<file path="config.mk">
export PLATFORM = sky130hd
export DESIGN_NAME = alu_rr_arbiter_flat
export DESIGN_NICKNAME = d
export VERILOG_FILES = /design/src/rtl/alu_rr_arbiter_if.sv /design/src/rtl/alu_rr_arbiter.sv /design/src/flat_wrapper.sv
export SDC_FILE = /design/constraint.sdc
export NUM_CORES = 1
export LEC_CHECK = 0
export CAP_MARGIN = 25
export CELL_PAD_IN_SITES_DETAIL_PLACEMENT = 1
export CELL_PAD_IN_SITES_GLOBAL_PLACEMENT = 1
export CORE_UTILIZATION = 27
export DETAILED_ROUTE_END_ITERATION = 7
export GPL_TIMING_DRIVEN = 1
export PLACE_DENSITY = 0.93
export SYNTH_ARGS = -nofsm -noshare
export SYNTH_HDL_FRONTEND = slang
export SYNTH_SLANG_ARGS = --single-unit
</file>
<file path="constraint.sdc">
create_clock -name clk -period 1.93 [get_ports clk]
set_input_delay 0.386 -clock clk [delete_from_list [all_inputs] [get_ports clk]]
set_output_delay 0.386 -clock clk [all_outputs]
set_load 0.1 [all_outputs]
</file>
<file path="src/rtl/alu_rr_arbiter_if.sv">
// alu_rr_arbiter_if: requester, ALU and response signals of the shared-ALU arbiter
// rsp_err exists only when ALU_OP_CHECK_EN is defined
interface alu_rr_arbiter_if #(
   parameter int NUM_REQ = 2,
   parameter int WIDTH   = 16
) ();
   localparam int IDW = (NUM_REQ > 1) ? $clog2(NUM_REQ) : 1;
   logic [NUM_REQ-1:0]       req_valid;
   logic [NUM_REQ-1:0]       req_ready;
   logic [NUM_REQ*WIDTH-1:0] req_a;
   logic [NUM_REQ*WIDTH-1:0] req_b;
   logic [NUM_REQ*3-1:0]     req_op;
   logic [WIDTH-1:0]         alu_a;
   logic [WIDTH-1:0]         alu_b;
   logic [2:0]               alu_control;
   logic [WIDTH-1:0]         alu_result;
   logic                     rsp_valid;
   logic                     rsp_ready;
   logic [IDW-1:0]           rsp_id;
   logic [WIDTH-1:0]         rsp_result;
`ifdef ALU_OP_CHECK_EN
   logic                     rsp_err;
`endif
   modport slave (
      input  req_valid, req_a, req_b, req_op, alu_result, rsp_ready,
      output req_ready, alu_a, alu_b, alu_control, rsp_valid, rsp_id, rsp_result
`ifdef ALU_OP_CHECK_EN
      , output rsp_err
`endif
   );
   modport master (
      output req_valid, req_a, req_b, req_op, alu_result, rsp_ready,
      input  req_ready, alu_a, alu_b, alu_control, rsp_valid, rsp_id, rsp_result
`ifdef ALU_OP_CHECK_EN
      , input rsp_err
`endif
   );
endinterface

</file>
<file path="src/rtl/alu_rr_arbiter.sv">
// alu_rr_arbiter: round-robin sharing of one combinational ALU via an IDLE/EXEC/RESP sequencer
// Define ALU_OP_CHECK_EN to mask illegal ops and report them on rsp_err
module alu_rr_arbiter #(
   parameter int NUM_REQ = 2,
   parameter int WIDTH   = 16
) (
   input logic             clk,
   input logic             rst,
   alu_rr_arbiter_if.slave bus
);
   localparam int IDW = (NUM_REQ > 1) ? $clog2(NUM_REQ) : 1;
   typedef enum logic [1:0] {IDLE, EXEC, RESP} state_t;
   state_t             r_state, w_next;
   logic [IDW-1:0]     r_last, r_id, w_grant;
   logic               w_gnt_vld;
   logic [NUM_REQ-1:0] w_ready;
   logic [WIDTH-1:0]   r_alu_a, r_alu_b, r_result, w_a, w_b;
   logic [2:0]         r_ctrl, w_op;
   logic               r_valid;
`ifdef ALU_OP_CHECK_EN
   logic               r_illegal, r_err;
`endif
   function automatic logic [IDW-1:0] wrap(int v);
      return IDW'(v % NUM_REQ);
   endfunction
   // scan from farthest to nearest so the nearest requester after r_last wins
   always_comb begin
      w_gnt_vld = 1'b0;
      w_grant   = '0;
      for (int k = NUM_REQ; k >= 1; k--)
         if (bus.req_valid[wrap(int'(r_last) + k)]) begin
            w_gnt_vld = 1'b1;
            w_grant   = wrap(int'(r_last) + k);
         end
   end
   assign w_a  = bus.req_a[w_grant*WIDTH +: WIDTH];
   assign w_b  = bus.req_b[w_grant*WIDTH +: WIDTH];
   assign w_op = bus.req_op[w_grant*3 +: 3];
   always_comb begin
      w_ready          = '0;
      w_ready[w_grant] = (r_state == IDLE) && w_gnt_vld;
   end
   always_comb
      w_next = (r_state == IDLE) ? (w_gnt_vld ? EXEC : IDLE) :
               (r_state == EXEC) ? RESP : (bus.rsp_ready ? IDLE : RESP);
   always_ff @(posedge clk) begin
      if (rst) begin
         r_state  <= IDLE;
         r_last   <= IDW'(NUM_REQ - 1);
         r_id     <= '0;
         r_alu_a  <= '0;
         r_alu_b  <= '0;
         r_ctrl   <= 3'd0;
         r_result <= '0;
         r_valid  <= 1'b0;
`ifdef ALU_OP_CHECK_EN
         r_illegal <= 1'b0;
         r_err     <= 1'b0;
`endif
      end else begin
         r_state <= w_next;
         if (r_state == IDLE && w_gnt_vld) begin
            r_alu_a <= w_a;
            r_alu_b <= w_b;
            r_id    <= w_grant;
            r_last  <= w_grant;
`ifdef ALU_OP_CHECK_EN
            r_illegal <= w_op > 3'd4;
            r_ctrl    <= (w_op > 3'd4) ? 3'd0 : w_op;
`else
            r_ctrl <= w_op;
`endif
         end
         if (r_state == EXEC) begin
            r_valid <= 1'b1;
`ifdef ALU_OP_CHECK_EN
            r_result <= r_illegal ? '0 : bus.alu_result;
            r_err    <= r_illegal;
`else
            r_result <= bus.alu_result;
`endif
         end
         if (r_state == RESP && bus.rsp_ready) r_valid <= 1'b0;
      end
   end
   assign bus.req_ready   = w_ready;
   assign bus.alu_a       = r_alu_a;
   assign bus.alu_b       = r_alu_b;
   assign bus.alu_control = r_ctrl;
   assign bus.rsp_valid   = r_valid;
   assign bus.rsp_id      = r_id;
   assign bus.rsp_result  = r_result;
`ifdef ALU_OP_CHECK_EN
   assign bus.rsp_err = r_err;
`endif
endmodule

</file>
<file path="src/flat_wrapper.sv">
// flat-port wrapper written by rule: the top's interface ports become plain ports
module alu_rr_arbiter_flat 
#(
   parameter int NUM_REQ = 2,
   parameter int WIDTH   = 16
)
  (clk, rst, bus_req_valid, bus_req_a, bus_req_b, bus_req_op, bus_alu_result, bus_rsp_ready, bus_req_ready, bus_alu_a, bus_alu_b, bus_alu_control, bus_rsp_valid, bus_rsp_id, bus_rsp_result);
  alu_rr_arbiter_if #(.NUM_REQ(NUM_REQ), .WIDTH(WIDTH)) bus_i ();
  input logic clk;
  input logic rst;
  input wire logic [$bits(bus_i.req_valid)-1:0] bus_req_valid;
  input wire logic [$bits(bus_i.req_a)-1:0] bus_req_a;
  input wire logic [$bits(bus_i.req_b)-1:0] bus_req_b;
  input wire logic [$bits(bus_i.req_op)-1:0] bus_req_op;
  input wire logic [$bits(bus_i.alu_result)-1:0] bus_alu_result;
  input wire logic [$bits(bus_i.rsp_ready)-1:0] bus_rsp_ready;
  output wire logic [$bits(bus_i.req_ready)-1:0] bus_req_ready;
  output wire logic [$bits(bus_i.alu_a)-1:0] bus_alu_a;
  output wire logic [$bits(bus_i.alu_b)-1:0] bus_alu_b;
  output wire logic [$bits(bus_i.alu_control)-1:0] bus_alu_control;
  output wire logic [$bits(bus_i.rsp_valid)-1:0] bus_rsp_valid;
  output wire logic [$bits(bus_i.rsp_id)-1:0] bus_rsp_id;
  output wire logic [$bits(bus_i.rsp_result)-1:0] bus_rsp_result;
  assign bus_i.req_valid = bus_req_valid;
  assign bus_i.req_a = bus_req_a;
  assign bus_i.req_b = bus_req_b;
  assign bus_i.req_op = bus_req_op;
  assign bus_i.alu_result = bus_alu_result;
  assign bus_i.rsp_ready = bus_rsp_ready;
  assign bus_req_ready = bus_i.req_ready;
  assign bus_alu_a = bus_i.alu_a;
  assign bus_alu_b = bus_i.alu_b;
  assign bus_alu_control = bus_i.alu_control;
  assign bus_rsp_valid = bus_i.rsp_valid;
  assign bus_rsp_id = bus_i.rsp_id;
  assign bus_rsp_result = bus_i.rsp_result;
  alu_rr_arbiter #(.NUM_REQ(NUM_REQ), .WIDTH(WIDTH)) u_core (.clk(clk), .rst(rst), .bus(bus_i));
endmodule
</file>
# Word level (Yosys, flattened, before mapping)
# Index checks and enable logic that the tools add are counted.
[word_totals]
inputBits = 91
out_inout_bits = 55
register_bits = 56
[classes]
reduce_logical = 5
mux = 14
eq_ne = 2
shift = 3
order_cmp = 4
n_bitwise = 1
n_mul = 1
addsub = 2
[ops]
columns = ["op", "n"]
rows = [
  ["32-bit by 6-bit indexed part select with 16-bit output", 2],
  ["1-bit two-way mux", 10],
  ["1-bit by 2-bit < comparator with 1-bit output (second input constant)", 3],
  ["2-bit two-way mux", 3],
  ["6-bit by 4-bit indexed part select with 3-bit output", 1],
  ["1-bit logical AND", 3],
  ["1-bit by 2-bit multiplier with 3-bit output (second input constant)", 1],
  ["1-bit adder (second input constant)", 2],
  ["2-bit bitwise AND", 1],
  ["2-bit by 1-bit equality test with 1-bit output (second input constant)", 1],
  ["2-bit equality test (second input constant)", 1],
  ["2-bit logical NOT", 1],
  ["2-bit OR reduction", 1],
  ["1-bit demux with 1-bit select", 1],
  ["1-bit >= comparator (second input constant)", 1],
]

# Depth between registers and ports, before layout
# Gate-level depths: netlist (run 1).
[depth]
word_depth = 10
mapped_depth = 5
depth_no_buf = 4

# Worst setup path before layout (run 1)
# OpenSTA, ideal clock, no wires.
[synth_path]
path_kind = "input-to-output"
from = "input bus_req_valid[1]"
to = "output bus_req_ready[0]"
required_time_ps = 1544
path_slack_ps = 124
t_arrival_ps = 1420
cell_stages = 4
path_cell_list = "nand2b_1 > buf_2 > clkbuf_1 > and3_2"
[synth_between]
elab_chain_cells = 9
word_cells_on_any_way = 15
cone_classes = "order compare (2); mux (10); bitwise (1); reduce/logical (2)"
[synth_lines]
columns = ["element", "line_no", "text"]
rows = [
  ["start, declared", "flat_wrapper.sv:11", "input wire logic [$bits(bus_i.req_valid)-1:0] bus_req_valid;"],
  ["1-bit two-way mux (not written as such) (2 in a row)", "alu_rr_arbiter.sv:31", "if (bus.req_valid[wrap(int'(r_last) + k)]) begin"],
  ["1-bit two-way mux (2 in a row)", "alu_rr_arbiter.sv:31", ""],
  ["1-bit by 2-bit < comparator with 1-bit output (not written as such) or 1-bit >= comparator (tied branches)", "alu_rr_arbiter.sv:41", "w_ready[w_grant] = (r_state == IDLE) && w_gnt_vld;"],
  ["1-bit logical AND", "alu_rr_arbiter.sv:41", ""],
  ["1-bit two-way mux (not written as such)", "alu_rr_arbiter.sv:41", ""],
  ["1-bit demux with 1-bit select", "n/a", ""],
  ["2-bit bitwise AND (no source line) *", "n/a", ""],
  ["end, declared", "flat_wrapper.sv:17", "output wire logic [$bits(bus_i.req_ready)-1:0] bus_req_ready;"],
]
# Every way passes the cells marked *; elsewhere a longest branch is shown, timed or not. The select of a mux whose other input is x is not followed.

# Worst setup path in the final report (run 1)
[layout_path]
from = "input bus_req_valid[1]"
to = "output bus_req_ready[1]"
# Same word-level chain as after synthesis.

==> results.tsv, run 1 <==
metric	value	unit
Post-Synthesis Cells	296	
post-synthesis cell type count	21	
CTS clock-pin slew for the worst setup and hold paths	0.10	ns
biggest cell delay along the critical path	0.51	ns
Worst-Margin Slew	0.614	ns
DR vias/cell	5.23	
initial antenna violation count	0	
final worst path period share	0.961	
endpoint arrival time on the critical path	1.47	ns
FF+latch area	1120	um^2
Layout Utilization	0.469	
wire length of the first global-routing pass	14.4	mm
Die Ht	94.9	um
sequential share of the synthesized area	0.481	
first drt pass iteration count	4	
Detailed Route WL	9.12	mm
count of pins over their slew limit	0	
power per cell area	921	nW/um^2
initial cell density of the core	0.281	
Ant. Diodes	0	
Leakage Power	1.49	nW
post-route DRC violation count	0	
core box area	8300	um^2
CP Launch Type	input pin	
top-area cell type share of the netlist area	0.481	
number of placement rows	33	
number of ports placed on the die boundary	146	
CP Data Required Time	1.54	ns
final non-filler cell area	3890	um^2
grt total ovfl	0	
Filler cells	989	
count of clock tree sinks	56	
post-layout instance count excluding filler cells	537	
Mapped Area	2330	um^2
net count after synthesis	387	
mean area per synthesized cell	7.87	um^2
Max-Cap Viols	0	
worst max-slew margin expressed relative to the limit	0.591	
category of the worst setup path capture point	output pin	
area used by multi-input combinational logic	1080	um^2
number of setup violations in the final report	0	
IR Drop Worst-Case VDD	0.307	mV
Clk Latency, worst-skew pair	0.30	ns
buffers from clock root to sink, at most	2	
level count of the clock H-tree	2	
fraction of power consumed by combinational cells	0.440	
cell taking the most area after synthesis	dfxtp_1	
final total negative setup slack	0	ns
most frequent cells in the layout	clkdlybuf4s50_1, nand3_1, buf_4	
Internal	1.98	mW
final hold viol count	0	
via count of the routed design	2806	
GP Congestion	0.723	
via count of the first global-routing pass	3005	
ordered cell list for the critical path	clkdlybuf4s50_1, a21boi_4, nand2_1, inv_1, buf_12	
Setup Buffers After CTS	0	
skew final	0.00726	ns
average wire length per cell after detail routing	17.0	um
CTS Root Cell	clkbuf_8	
critical-path maximum fanout	3	
Initial DRC Count	103	
nets	522	
switching power	1.61	mW
post-detailed-route count of antenna-violating nets	0	
setup repair after global routing missed its margin	no	
most frequent standard cell in the layout excluding fill and tap cells	clkdlybuf4s50_1	
global routing usage summed across all routing layers	0.204	
width of the chip	94.9	um
die area	9010	um^2
status	complete, no violations	
Placed Instances	529	
Final Worst Setup Slack	0.0751	ns
Yosys warnings	0	
Worst Hold Margin	0.463	ns
number of buffers inserted during clock tree synthesis	5	
final critical path time including I/O delays and setup	1.85	ns
highest attainable clock frequency	539	MHz
sw frac	0.448	
FF+latch count, synth	56	
class of the most critical setup path	input pin to output pin	
pin count of the biggest net entering global routing	36	
detailed placer's ending HPWL	6.63	mm
Placement Cell Area	3790	um^2
worst slack after detailed placement	-0.0714	ns
total power after layout	3.58	mW
CTS tree	yes	
count of buffers from port buffering	145	
path type of the worst min-delay path	flop to flop	
clock power share	0.188	
slowest library cell on the worst path	clkdlybuf4s50_1	
ratio of cells with drive above 1 in the final layout	0.192	
top post-synthesis cells by area	dfxtp_1, nand3_1, a31oi_1, o21ai_0, nand2_1	
synthesis-to-finish area growth	66.9	%
sequential share of power	0.372	
==> power groups by stage <==
stage | Combinational (mW) | Clock (mW) | Sequential, mW
after floorplan | 0.360 | 0 | 2.06
after global placement | 1.56 | 0 | 1.35
after detailed placement | 1.58 | 0 | 1.36
after CTS | 1.59 | 0.704 | 1.33
after global routing | 1.65 | 0.754 | 1.34
final | 1.58 | 0.675 | 1.33
==> layout make-up <==
cell class / instances / share of cell area
Tap cell: 105 / 0.0338
Clock buffer: 5 / 0.0177
Sequential cell: 56 / 0.288
Multi-Input combinational cell: 208 / 0.279
Timing Repair Buffer: 159 / 0.374
Clock inverter: 3 / 0.00675
Inverter: 1 / 0.000965
==> what timing repair did <==
| item | in CTS | in global routing |
|---|---|---|
| resized for setup | 0 | 1 |
| setup endpoints to repair | 0 | 1 |
| hold buffers | 0 | 0 |
==> layer usage <==
| metal | vias to the layer above | track usage | part of all wire |
|---|---|---|---|
| met5 | - | 0 | 0 |
| met4 | 0 | 0.0518 | 0.010 |
| met3 | 8 | 0.0491 | 0.070 |
| met2 | 110 | 0.377 | 0.50 |
| met1 | 1355 | 0.232 | 0.42 |
| li1 | 1333 | - | - |
==> worst paths after layout <==
kind	start	slack, ns	depth (start not counted)	to
worst max-delay path	bus_req_valid[1]	0.08	5	bus_req_ready[1]
worst min-delay path	u_core.bus.rsp_result[10]	0.46	2	u_core.bus.rsp_result[10]
worst min register to register	u_core.bus.rsp_result[10]	0.46	2	u_core.bus.rsp_result[10]
worst max register to register	u_core.r_state[0]	0.43	4	u_core.r_last
==> cell usage after synthesis <==
master,number
nand3_1,70
dfxtp_1,56
a31oi_1,35
nand2_1,35
o21ai_0,33
a21oi_1,17
buf_2,15
clkbuf_1,12
nor2_1,5
o21ai_1,4
clkbuf_2,3
nand2b_1,2
a211o_1,1
a21boi_2,1
and3_2,1
buf_1,1
inv_1,1
nor2b_1,1
nor3b_4,1
o22ai_1,1
or2_1,1
==> cells by family after synthesis <==
family | share of synthesized area
flops | 0.481
simple gates | 0.237
buf+inv | 0.0612
compound gates | 0.221
==> critical path: cells and delay by family <==
kind | cells | cell delay, ns
AO/OA/AOI/OAI | 1 | 0.19
buffers and inverters | 3 | 0.81
AND/OR/NAND/NOR | 1 | 0.08
==> state kept, by name, summed over array words and instances (netlist names) <==
register	cells
u_core.bus.alu_a	16
u_core.bus.alu_b	16
u_core.bus.rsp_result	16
u_core.bus.alu_control	3
u_core.r_state	2
u_core.bus.rsp_id	1
u_core.bus.rsp_valid	1
u_core.r_last	1
(Power assumes the default switching activity.)
==> inputs of run 2 (changes only) <==
--- a/config.mk
+++ b/config.mk
@@ -9,6 +9,7 @@
 export CELL_PAD_IN_SITES_DETAIL_PLACEMENT = 1
 export CELL_PAD_IN_SITES_GLOBAL_PLACEMENT = 1
 export CORE_UTILIZATION = 27
+export CTS_BUF_LIST = sky130_fd_sc_hd__clkbuf_4
 export DETAILED_ROUTE_END_ITERATION = 7
 export GPL_TIMING_DRIVEN = 1
 export PLACE_DENSITY = 0.93
==> run 2 against run 1 <==
Compared with the run above: critical path depth unchanged; sequential power is essentially flat; clock power shrank 19%; sequential share of layout area increased by 0.23 points; non-clock buffer count unchanged; highest routed layer unchanged.
==> results.tsv, run 2 (synthesis gave the netlist of run 1 again) <==
metric	value	unit
highest attainable clock frequency	539	MHz
initial antenna violation count	0	
number of ports placed on the die boundary	146	
top routing layer in use	met4	
Layout Utilization	0.465	
synthesis-to-finish area growth	65.5	%
number of buffers added to fix hold violations after cts	0	
most frequent standard cell in the layout excluding fill and tap cells	clkdlybuf4s50_1	
Detailed Route WL	9.12	mm
Max-Cap Viols	0	
IR Drop Worst-Case VDD	0.387	mV
buffers from clock root to sink, at most	2	
most frequent cells in the layout	clkdlybuf4s50_1, nand3_1, buf_4	
end of the worst register-to-register path	u_core.r_last	
number of buffers inserted during clock tree synthesis	5	
number of placement rows	33	
met1 WL	3.76	mm
CTS Root Cell	clkbuf_4	
count of buffers from port buffering	145	
class of the most critical setup path	input pin to output pin	
count of clock tree sinks	56	
Die Ht	94.9	um
Worst Hold Margin	0.468	ns
slack of the worst reg-to-reg path	0.43	ns
category of the worst setup path capture point	output pin	
power per cell area	896	nW/um^2
Worst-Margin Slew	0.611	ns
Critical Path End	bus_req_ready[1]	
slowest library cell on the worst path	clkdlybuf4s50_1	
first drt pass iteration count	4	
global routing usage summed across all routing layers	0.203	
ordered cell list for the critical path	clkdlybuf4s50_1, a21boi_4, nand2_1, inv_1, buf_12	
average wire length per cell after detail routing	17.0	um
Clk Latency, worst-skew pair	0.37	ns
via count of the first global-routing pass	3007	
skew final	0.0152	ns
depth of the worst register-to-register path	4	
CP Data Required Time	1.54	ns
initial cell density of the core	0.281	
grt total ovfl	0	
die area	9010	um^2
worst max-slew margin expressed relative to the limit	0.593	
FF-to-FF Start	u_core.r_state[0]	
number of setup violations in the final report	0	
path type of the worst min-delay path	flop to flop	
final non-filler cell area	3860	um^2
GP Congestion	0.723	
final critical path time including I/O delays and setup	1.85	ns
Hold Startpoint	u_core.bus.rsp_result[10]	
setup repair after global routing missed its margin	no	
CTS tree	yes	
DR vias/cell	5.24	
biggest cell delay along the critical path	0.51	ns
final worst path period share	0.961	
worst setup path startpoint	bus_req_valid[1]	
total power after layout	3.46	mW
Placement Cell Area	3790	um^2
via count of the routed design	2815	
post-detailed-route count of antenna-violating nets	0	
core box area	8300	um^2
level count of the clock H-tree	2	
pin count of the biggest net entering global routing	36	
status	complete, no violations	
count of pins over their slew limit	0	
detailed placer's ending HPWL	6.63	mm
CTS clock-pin slew for the worst setup and hold paths	0.16	ns
critical-path maximum fanout	3	
endpoint arrival time on the critical path	1.47	ns
final total negative setup slack	0	ns
ratio of cells with drive above 1 in the final layout	0.192	
routed length on met3	649	um
final hold viol count	0	
post-route DRC violation count	0	
width of the chip	94.9	um
Ant. Diodes	0	
Initial DRC Count	104	
nets	522	
CP Launch Type	input pin	
Leakage Power	1.48	nW
total met2 wirelength after detailed routing	4.60	mm
wire length of the first global-routing pass	14.4	mm
-- run 2: cell count changes in the layout (fill, tap and decap cells not counted) --
cell,change
clkbuf_4,+5
clkbuf_8,-5
-- run 2: what timing repair did --
action,CTS,global route
setup buffers,0,0
endpoints found under the setup margin,0,1
resized for setup,0,1
-- run 2: report_power, final --
group,internal (mW),switching [mW]
registers,1.26,0.0683
logic,0.447,1.13
clock network,0.153,0.396
total,1.86,1.59
-- run 2: stage by stage --
step,std cells,setup WS (ns)
floorplan,296,0.124
global placement,529,0.0523
detailed placement,529,-0.0714
CTS,537,0.0339
global route,537,0.0105
finish,537,0.0752
-- run 2: per-layer routing --
layer,vias to the layer above,track usage
li1,1333,-
met1,1356,0.231
met2,115,0.377
met3,11,0.0491
met4,0,0.0518
met5,-,0
-- run 2: critical path, delay by kind of cell --
| family | cells | cell delay (ns) |
|---|---|---|
| AOI/OAI and AO/OA | 1 | 0.19 |
| buffers and inverters | 3 | 0.81 |
| and+or+nand+nor | 1 | 0.08 |
-- run 2: how the worst min path moves through the flow --
stage / to / cells past startpoint
after floorplan: u_core.r_last / 1
after global placement: u_core.bus.rsp_result[13] / 2
after detailed placement: u_core.bus.rsp_result[10] / 2
after CTS: u_core.bus.rsp_result[10] / 2
after global routing: u_core.bus.rsp_result[10] / 2
final: u_core.bus.rsp_result[10] / 2
-- run 2: final cells by class --
class | instances | area (um^2)
Clock buffer | 5 | 37.5
Tap cell | 105 | 131
Multi-Input combinational cell | 208 | 1080
Fill cell | 991 | 4440
Sequential cell | 56 | 1120
Timing Repair Buffer | 159 | 1450
Clock inverter | 3 | 26.3
Inverter | 1 | 3.75
